## config.mk

```make
export PLATFORM = sky130hd
export DESIGN_NAME = leb128_unpack
export DESIGN_NICKNAME = d
export VERILOG_FILES = /design/src/rtl/leb128_unpack.sv
export SDC_FILE = /design/constraint.sdc
export NUM_CORES = 1
export LEC_CHECK = 0
export BUFFER_PORTS_ARGS = -buffer_cell sky130_fd_sc_hd__buf_2
export CAP_MARGIN = 20
export CORE_ASPECT_RATIO = 0.9
export CORE_UTILIZATION = 30
export DETAILED_ROUTE_END_ITERATION = 8
export MAX_ROUTING_LAYER = met4
export PLACE_DENSITY = 0.57
export SYNTH_ARGS = -nofsm -noshare
export SYNTH_HDL_FRONTEND = slang
export SYNTH_SLANG_ARGS = --single-unit
```

## constraint.sdc

```tcl
create_clock -name clk -period 2 [get_ports clk]
set_input_delay 0.3 -clock clk [delete_from_list [all_inputs] [get_ports clk]]
set_output_delay 0.3 -clock clk [all_outputs]
set_load 0.005 [all_outputs]
```

## src/rtl/leb128_unpack.sv

```systemverilog
// Byte-serial unsigned LEB128 decoder with valid/ready on both sides.
// Define LEB128_UNPACK_CANON_EN to flag over-padded (non-canonical) encodings as errors.
module leb128_unpack #(
    parameter  int W    = 32,
    localparam int MAXB = (W + 6) / 7,
    localparam int LW   = $clog2(MAXB + 1)
) (
    input  logic          clk,
    input  logic          rst,
    input  logic [7:0]    i_data,
    input  logic          i_valid,
    output logic          i_ready,
    output logic [W-1:0]  o_data,
    output logic [LW-1:0] o_len,
    output logic          o_err,
    output logic          o_valid,
    input  logic          o_ready
);

    typedef enum logic {ACC, DRAIN} state_t;

    state_t        state_q, state_d;
    logic [LW-1:0] k_q, k_d;
    logic [W-1:0]  acc_q, acc_d;
    logic          ovf_q, ovf_d;
    logic          o_valid_q, o_valid_d;
    logic [W-1:0]  o_data_q, o_data_d;
    logic [LW-1:0] o_len_q, o_len_d;
    logic          o_err_q, o_err_d;

    logic          in_fire;
    logic [W+6:0]  grp_shift;
    logic [W-1:0]  acc_new;
    logic          ovf_new;
    logic          term_err;

    assign i_ready = !o_valid_q || o_ready;
    assign in_fire = i_valid && i_ready;

    always_comb begin
        state_d   = state_q;
        k_d       = k_q;
        acc_d     = acc_q;
        ovf_d     = ovf_q;
        o_valid_d = o_valid_q;
        o_data_d  = o_data_q;
        o_len_d   = o_len_q;
        o_err_d   = o_err_q;

        // Payload bits landing at or above bit W can only come from the last legal byte.
        grp_shift = {{W{1'b0}}, i_data[6:0]} << (7 * k_q);
        acc_new   = acc_q | grp_shift[W-1:0];
        ovf_new   = ovf_q || (|grp_shift[W+6:W]);
`ifdef LEB128_UNPACK_CANON_EN
        term_err  = ovf_new || ((k_q != '0) && (i_data[6:0] == 7'd0));
`else
        term_err  = ovf_new;
`endif

        if (o_valid_q && o_ready) begin
            o_valid_d = 1'b0;
        end

        if (in_fire) begin
            case (state_q)
                ACC: begin
                    if (!i_data[7]) begin
                        o_valid_d = 1'b1;
                        o_data_d  = acc_new;
                        o_len_d   = k_q + 1'b1;
                        o_err_d   = term_err;
                        k_d       = '0;
                        acc_d     = '0;
                        ovf_d     = 1'b0;
                    end else if (k_q == LW'(MAXB - 1)) begin
                        o_valid_d = 1'b1;
                        o_data_d  = acc_new;
                        o_len_d   = LW'(MAXB);
                        o_err_d   = 1'b1;
                        k_d       = '0;
                        acc_d     = '0;
                        ovf_d     = 1'b0;
                        state_d   = DRAIN;
                    end else begin
                        k_d       = k_q + 1'b1;
                        acc_d     = acc_new;
                        ovf_d     = ovf_new;
                    end
                end
                DRAIN: begin
                    if (!i_data[7]) begin
                        state_d = ACC;
                    end
                end
                default: state_d = ACC;
            endcase
        end
    end

    // NOTE: state registers use non-blocking assignments so every flop samples pre-edge values.
    always_ff @(posedge clk) begin
        if (rst) begin
            state_q   <= ACC;
            k_q       <= '0;
            acc_q     <= '0;
            ovf_q     <= 1'b0;
            o_valid_q <= 1'b0;
            o_data_q  <= '0;
            o_len_q   <= '0;
            o_err_q   <= 1'b0;
        end else begin
            state_q   <= state_d;
            k_q       <= k_d;
            acc_q     <= acc_d;
            ovf_q     <= ovf_d;
            o_valid_q <= o_valid_d;
            o_data_q  <= o_data_d;
            o_len_q   <= o_len_d;
            o_err_q   <= o_err_d;
        end
    end

    assign o_valid = o_valid_q;
    assign o_data  = o_data_q;
    assign o_len   = o_len_q;
    assign o_err   = o_err_q;

endmodule
```

==> impl_metrics.py, run 1 <==
metrics = {
    "finish": {
        "nFillCells": 1061,
        "mostFrequentLayoutCell": "dfxtp_1",
        "register_area_um2": 1481,
        "layout-drive-gt1-share_pct": 23.80,
        "layout-area-overhead-vs-synth_pct": 19.80,
        "fin_nets": 383,
        "most-common-layout-cells": "dfxtp_1 (74), buf_2 (49), a21oi_1 (36)",
        "multi_input_area_um2": 1429,
        "antennaDiodeCount": 0,
    },
    "cts": {
        "cts_tree": "done",
        "post_cts_resized": 0,
        "cts_root_buf": "clkbuf_16",
        "insertion_delay_ns": 0.33,
        "postCtsSetupBuffers": 0,
        "cts_sinks": 74,
        "clkTransAtPathRegs_ns": 0.06,
        "cts_max_level": 3,
        "cts_buffers": 9,
        "clockBufferDepth": 2,
        "hold_buffers": 0,
    },
    "yosys": {
        "ys.warnings.count": 0,
        "ys_ff_latch": 74,
        "yosysUniqueCellTypes": 34,
        "synth_area_um2": 3141,
        "synth_nets": 348,
        "syn_inst": 334,
        "synth.avg_cell_area_um2": 9.403,
        "ys_seq_area_share_pct": 47.17,
    },
    "detailed_routing": {
        "avgViaCountPerCell": 5.511,
        "wl_per_cell_um": 16.62,
        "final_antenna_net_count": 0,
        "met2_length_mm": 3.745,
        "remaining_drc_errors": 0,
        "drtIter0Drc": 219,
        "routed_wl_mm": 8.358,
        "met3_length_um": 584,
        "top_layer": "met4",
        "dr.pass1.iters": 4,
        "num_vias": 2772,
        "met1Wirelength_mm": 3.959,
    },
    "worst_setup_path": {
        "r2r_slack_ns": 0.26,
        "worstSetupEndpointType": "flop",
        "arrival_ns": 1.97,
        "crit_required_ns": 2.23,
        "cp_max_fo": 16,
        "slowest_delay_ns": 0.47,
        "cp_cell_sequence": "inv_1 > ha_1 > a21boi_4 > nor3_4 > buf_4 > a211oi_1",
        "worst-setup-path-type": "reg -> reg",
        "cp-start-kind": "flop",
        "critPathSlowestCell": "dfxtp_1",
    },
    "placed_design": {
        "dp_hpwl_mm": 5.492,
        "place_congestion": 0.8228,
        "portBuffers": 49,
    },
    "floorplan": {
        "coreArea_um2": 10200,
        "ioPinCount": 50,
        "start_util_pct": 30.78,
        "chipWidth_um": 109.9,
        "die_y_um": 99.07,
        "rows": 35,
        "die_area_um2": 10880,
    },
    "timing": {
        "skew_ns": 0.004965,
        "slew_headroom_pct": 63.80,
        "max_freq_mhz": 575.0,
        "period_needed_ns": 1.739,
        "layout_worst_path_cycle_share_pct": 86.96,
        "setup-tns-final_ns": 0,
        "finalHoldViolations": 0,
        "rsz0062_at_grt": "false",
        "holdWs_ns": 0.2315,
        "maxSlewViolCount": 0,
        "worst_slew_pin_slew_ns": 0.5429,
        "setup_viol": 0,
    },
    "job": {
        "maxCapViolCount": 0,
    },
    "hold_path": {
        "hp-class": "in -> reg",
    },
    "power": {
        "powerDensity_nw_per_um2": 932.7,
        "p_leak_nw": 1.390,
        "vdd_drop_max_mv": 0.3868,
    },
    "grt": {
        "grt_pass1_wl_mm": 13.49,
        "grt_max_degree": 71,
        "gr-total-overflow": 0,
        "antenna_found_initial": 0,
        "grt_pass1_vias": 2554,
        "track_usage_pct": 16.67,
    },
    "status": {
        "status": "finished clean",
    },
}
kinds of logic after synthesis:
kind of cell	Yosys count	share of synthesized area (%)
buf+inv	46	7.570
simple gates	63	10.44
xor+xnor	1	0.2789
fa+ha+maj	2	0.7967
flops	74	47.17
compound gates	148	33.75
state kept, by name, summed over array words and instances, names as in the netlist:
| name | count |
|---|---|
| o_err | 1 |
| o_valid | 1 |
| o_data | 32 |
| k_q | 3 |
| o_len | 3 |
| acc_q | 32 |
| ovf_q | 1 |
| state_q | 1 |
final timing paths:
kind                                from    endpoint  cells after the start
worst max register to register    k_q[1]  o_data[23]                      6
worst min register to register  acc_q[7]    acc_q[7]                      2
worst min-delay path             i_valid     state_q                      2
worst max-delay path              k_q[1]  o_data[23]                      6
through the flow:
| stage | setup WS [ns] | instance area, um^2 | power [mW] | util (%) | instances |
|---|---|---|---|---|---|
| final | 0.2608 | 3762 | 3.509 | 36.87 | 503 |
| after global routing | 0.1544 | 3762 | 3.670 | 36.87 | 503 |
| after CTS | 0.2445 | 3762 | 3.551 | 36.87 | 503 |
| after detailed placement | 0.2656 | 3473 | 2.002 | 34.04 | 487 |
| after global placement | 0.3903 | 3473 | 1.995 | 34.04 | 487 |
| after floorplan | 0.3044 | 3141 | 1.862 | - | 334 |
critical path, delay by kind of cell, from the launching register on:
family | cells | cell delay [ns]
AOI/OAI and AO/OA | 2 | 0.55
DFF | 1 | 0.47
buffers and inverters | 2 | 0.28
adders and majority gates | 1 | 0.24
and+or+nand+nor | 1 | 0.10
cells in the mapped netlist (all sizes together):
library cell | count | share of area, %
dfxtp | 74 | 47
a21oi | 36 | 5.7
a211oi | 33 | 7.9
a41oi | 33 | 9.2
nor2 | 33 | 4.2
a31oi | 32 | 6.4
buf | 31 | 5.7
nor2b | 11 | 2.2
clkbuf | 8 | 1.0
and2 | 7 | 1.4
inv | 7 | 0.84
nand4 | 4 | 0.80
o221a | 3 | 1.1
o31ai | 3 | 1.2
ha | 2 | 0.80
nand2b | 2 | 0.40
nand3 | 2 | 0.32
nor4 | 2 | 0.40
o21ai | 2 | 0.32
a211o | 1 | 0.28
a21bo | 1 | 0.32
a21boi | 1 | 0.60
a311oi | 1 | 0.28
nor3 | 1 | 0.52
o21a | 1 | 0.24
o32ai | 1 | 0.28
or4 | 1 | 0.24
xor2 | 1 | 0.28
final cells by class:
cell class,instances,share of cell area (%)
well taps,129,4.290
clock inverters,5,0.9644
flip-flops and latches,74,39.37
inverters,7,0.6984
multi-input cells,214,37.98
repair buffers,63,9.977
clock buffers,11,6.718
per-layer routing:
| metal | GRT usage (%) | vias to the layer above |
|---|---|---|
| li1 | - | 1361 |
| met1 | 23.37 | 1319 |
| met2 | 23.46 | 86 |
| met3 | 4.034 | 6 |
| met4 | 4.923 | 0 |
| met5 | - | - |
where the power goes:
group          total [mW]  leakage (nW)  internal, mW  switching (mW)
clock network        1.54         0.134         0.909           0.631
registers            1.57         0.604          1.54          0.0335
logic               0.395         0.652         0.155           0.240
total                3.51          1.39          2.60           0.905
(Power assumes the default switching activity.)
==> run 2, diff against run 1 <==
- CELL_PAD_IN_SITES_DETAIL_PLACEMENT: default -> 1
- CELL_PAD_IN_SITES_GLOBAL_PLACEMENT: default -> 2
- PLACE_DENSITY: 0.57 -> 0.79
==> impl_metrics.py, run 2 (synthesis gave the netlist of run 1 again) <==
metrics = {
    "finish": {
        "fin_nets": 384,
        "multi_input_area_um2": 1429,
        "final_area_um2": 3820,
        "register_area_um2": 1481,
        "most-common-layout-cells": "dfxtp_1 (74), buf_2 (49), a21oi_1 (36)",
        "final_util_pct": 37.44,
        "nFillCells": 1186,
        "layout-drive-gt1-share_pct": 24.00,
        "layout-area-overhead-vs-synth_pct": 21.63,
        "antennaDiodeCount": 0,
        "mostFrequentLayoutCell": "dfxtp_1",
    },
    "cts": {
        "cts_max_level": 3,
        "clkTransAtPathRegs_ns": 0.06,
        "cts_sinks": 74,
        "cts_tree": "done",
        "cts_buffers": 9,
        "post_cts_resized": 0,
        "hold_buffers": 0,
        "cts_root_buf": "clkbuf_16",
        "insertion_delay_ns": 0.34,
        "clockBufferDepth": 2,
        "postCtsSetupBuffers": 0,
    },
    "placed_design": {
        "portBuffers": 49,
        "dp_hpwl_mm": 5.971,
        "place_congestion": 0.7563,
        "placed_area_um2": 3506,
        "pre_cts_ws_ns": 0.2990,
    },
    "worst_setup_path": {
        "worst-setup-path-type": "reg -> out",
        "arrival_ns": 1.52,
        "crit_cells": 5,
        "crit_required_ns": 1.70,
        "critPathSlowestCell": "dfxtp_1",
        "cp_max_fo": 73,
        "slowest_delay_ns": 0.32,
        "worstSetupEndpointType": "primary output",
        "critPathTopFamily": "buffers and inverters",
        "cp-start-kind": "flop",
        "reg2regPathDepth": 6,
        "cp_cell_sequence": "nor2b_1 > buf_4 > inv_2 > buf_12 > buf_2",
        "cp_num_buf_inv": 4,
    },
    "grt": {
        "grt_pass1_wl_mm": 14.39,
        "grt_max_degree": 74,
        "grt_pass1_vias": 2736,
        "gr-total-overflow": 0,
        "antenna_found_initial": 0,
        "track_usage_pct": 17.67,
    },
    "timing": {
        "setup-tns-final_ns": 0,
        "maxSlewViolCount": 0,
        "skew_ns": 0.006327,
        "layout_worst_path_cycle_share_pct": 90.77,
        "worst_slew_pin_slew_ns": 0.5982,
        "setup_viol": 0,
        "finalHoldViolations": 0,
        "max_freq_mhz": 550.9,
        "rsz0062_at_grt": "false",
        "setup_slack_ns": 0.1847,
        "period_needed_ns": 1.815,
        "slew_headroom_pct": 60.04,
    },
    "power": {
        "p_leak_nw": 1.418,
        "powerDensity_nw_per_um2": 960.8,
        "vdd_drop_max_mv": 0.3846,
        "power_mw": 3.670,
    },
    "hold_path": {
        "whs_path_depth": 2,
        "hp-class": "in -> reg",
    },
    "floorplan": {
        "die_y_um": 99.07,
        "start_util_pct": 30.78,
        "coreArea_um2": 10200,
        "ioPinCount": 50,
        "die_area_um2": 10880,
        "chipWidth_um": 109.9,
        "rows": 35,
    },
    "detailed_routing": {
        "remaining_drc_errors": 0,
        "routed_wl_mm": 8.950,
        "dr.pass1.iters": 4,
        "num_vias": 2822,
        "final_antenna_net_count": 0,
        "wl_per_cell_um": 17.76,
        "drtIter0Drc": 124,
        "avgViaCountPerCell": 5.599,
    },
    "status": {
        "status": "finished clean",
    },
    "job": {
        "maxCapViolCount": 0,
    },
}
## run 2: cell count changes in the layout (fill, tap and decap cells not counted), sizes merged
cell | previous run | this run
clkinv | 1 | 0
buf | 63 | 64
bufinv | 0 | 1
## run 2: metal layers
layer | share of wire (%) | GRT usage [%] | routed length, um
met5 | 0 | - | 0
met1 | 48 | 24.48 | 4290
met3 | 4.2 | 2.579 | 376
met2 | 46 | 26.01 | 4146
met4 | 1.5 | 6.154 | 137
## run 2: cell type report
cell class	instances	area share, %
Sequential cell	74	38.78
Multi-Input combinational cell	214	37.41
Timing Repair Buffer	64	10.68
Clock buffer	11	6.616
Tap cell	129	4.225
Clock inverter	5	1.605
Inverter	7	0.6878
## run 2: final timing paths
kind | from | end | slack [ns]
worst max register to register | k_q[1] | o_data[17] | 0.28
worst max-delay path | o_valid | i_ready | 0.18
worst min-delay path | i_valid | state_q | 0.23
worst min register to register | acc_q[2] | acc_q[2] | 0.47
## run 2: power breakdown
| group | internal, mW | switching [mW] |
|---|---|---|
| Clock | 1.04 | 0.652 |
| Sequential | 1.54 | 0.0345 |
| Combinational | 0.159 | 0.246 |
## run 2: metrics by stage
step,instances,hold slack (ns)
4_1_cts,504,0.2256
5_1_grt,504,0.2396
2_1_floorplan,334,0.4181
3_3_place_gp,488,0.4525
3_5_place_dp,488,0.4629
6_report,504,0.2340
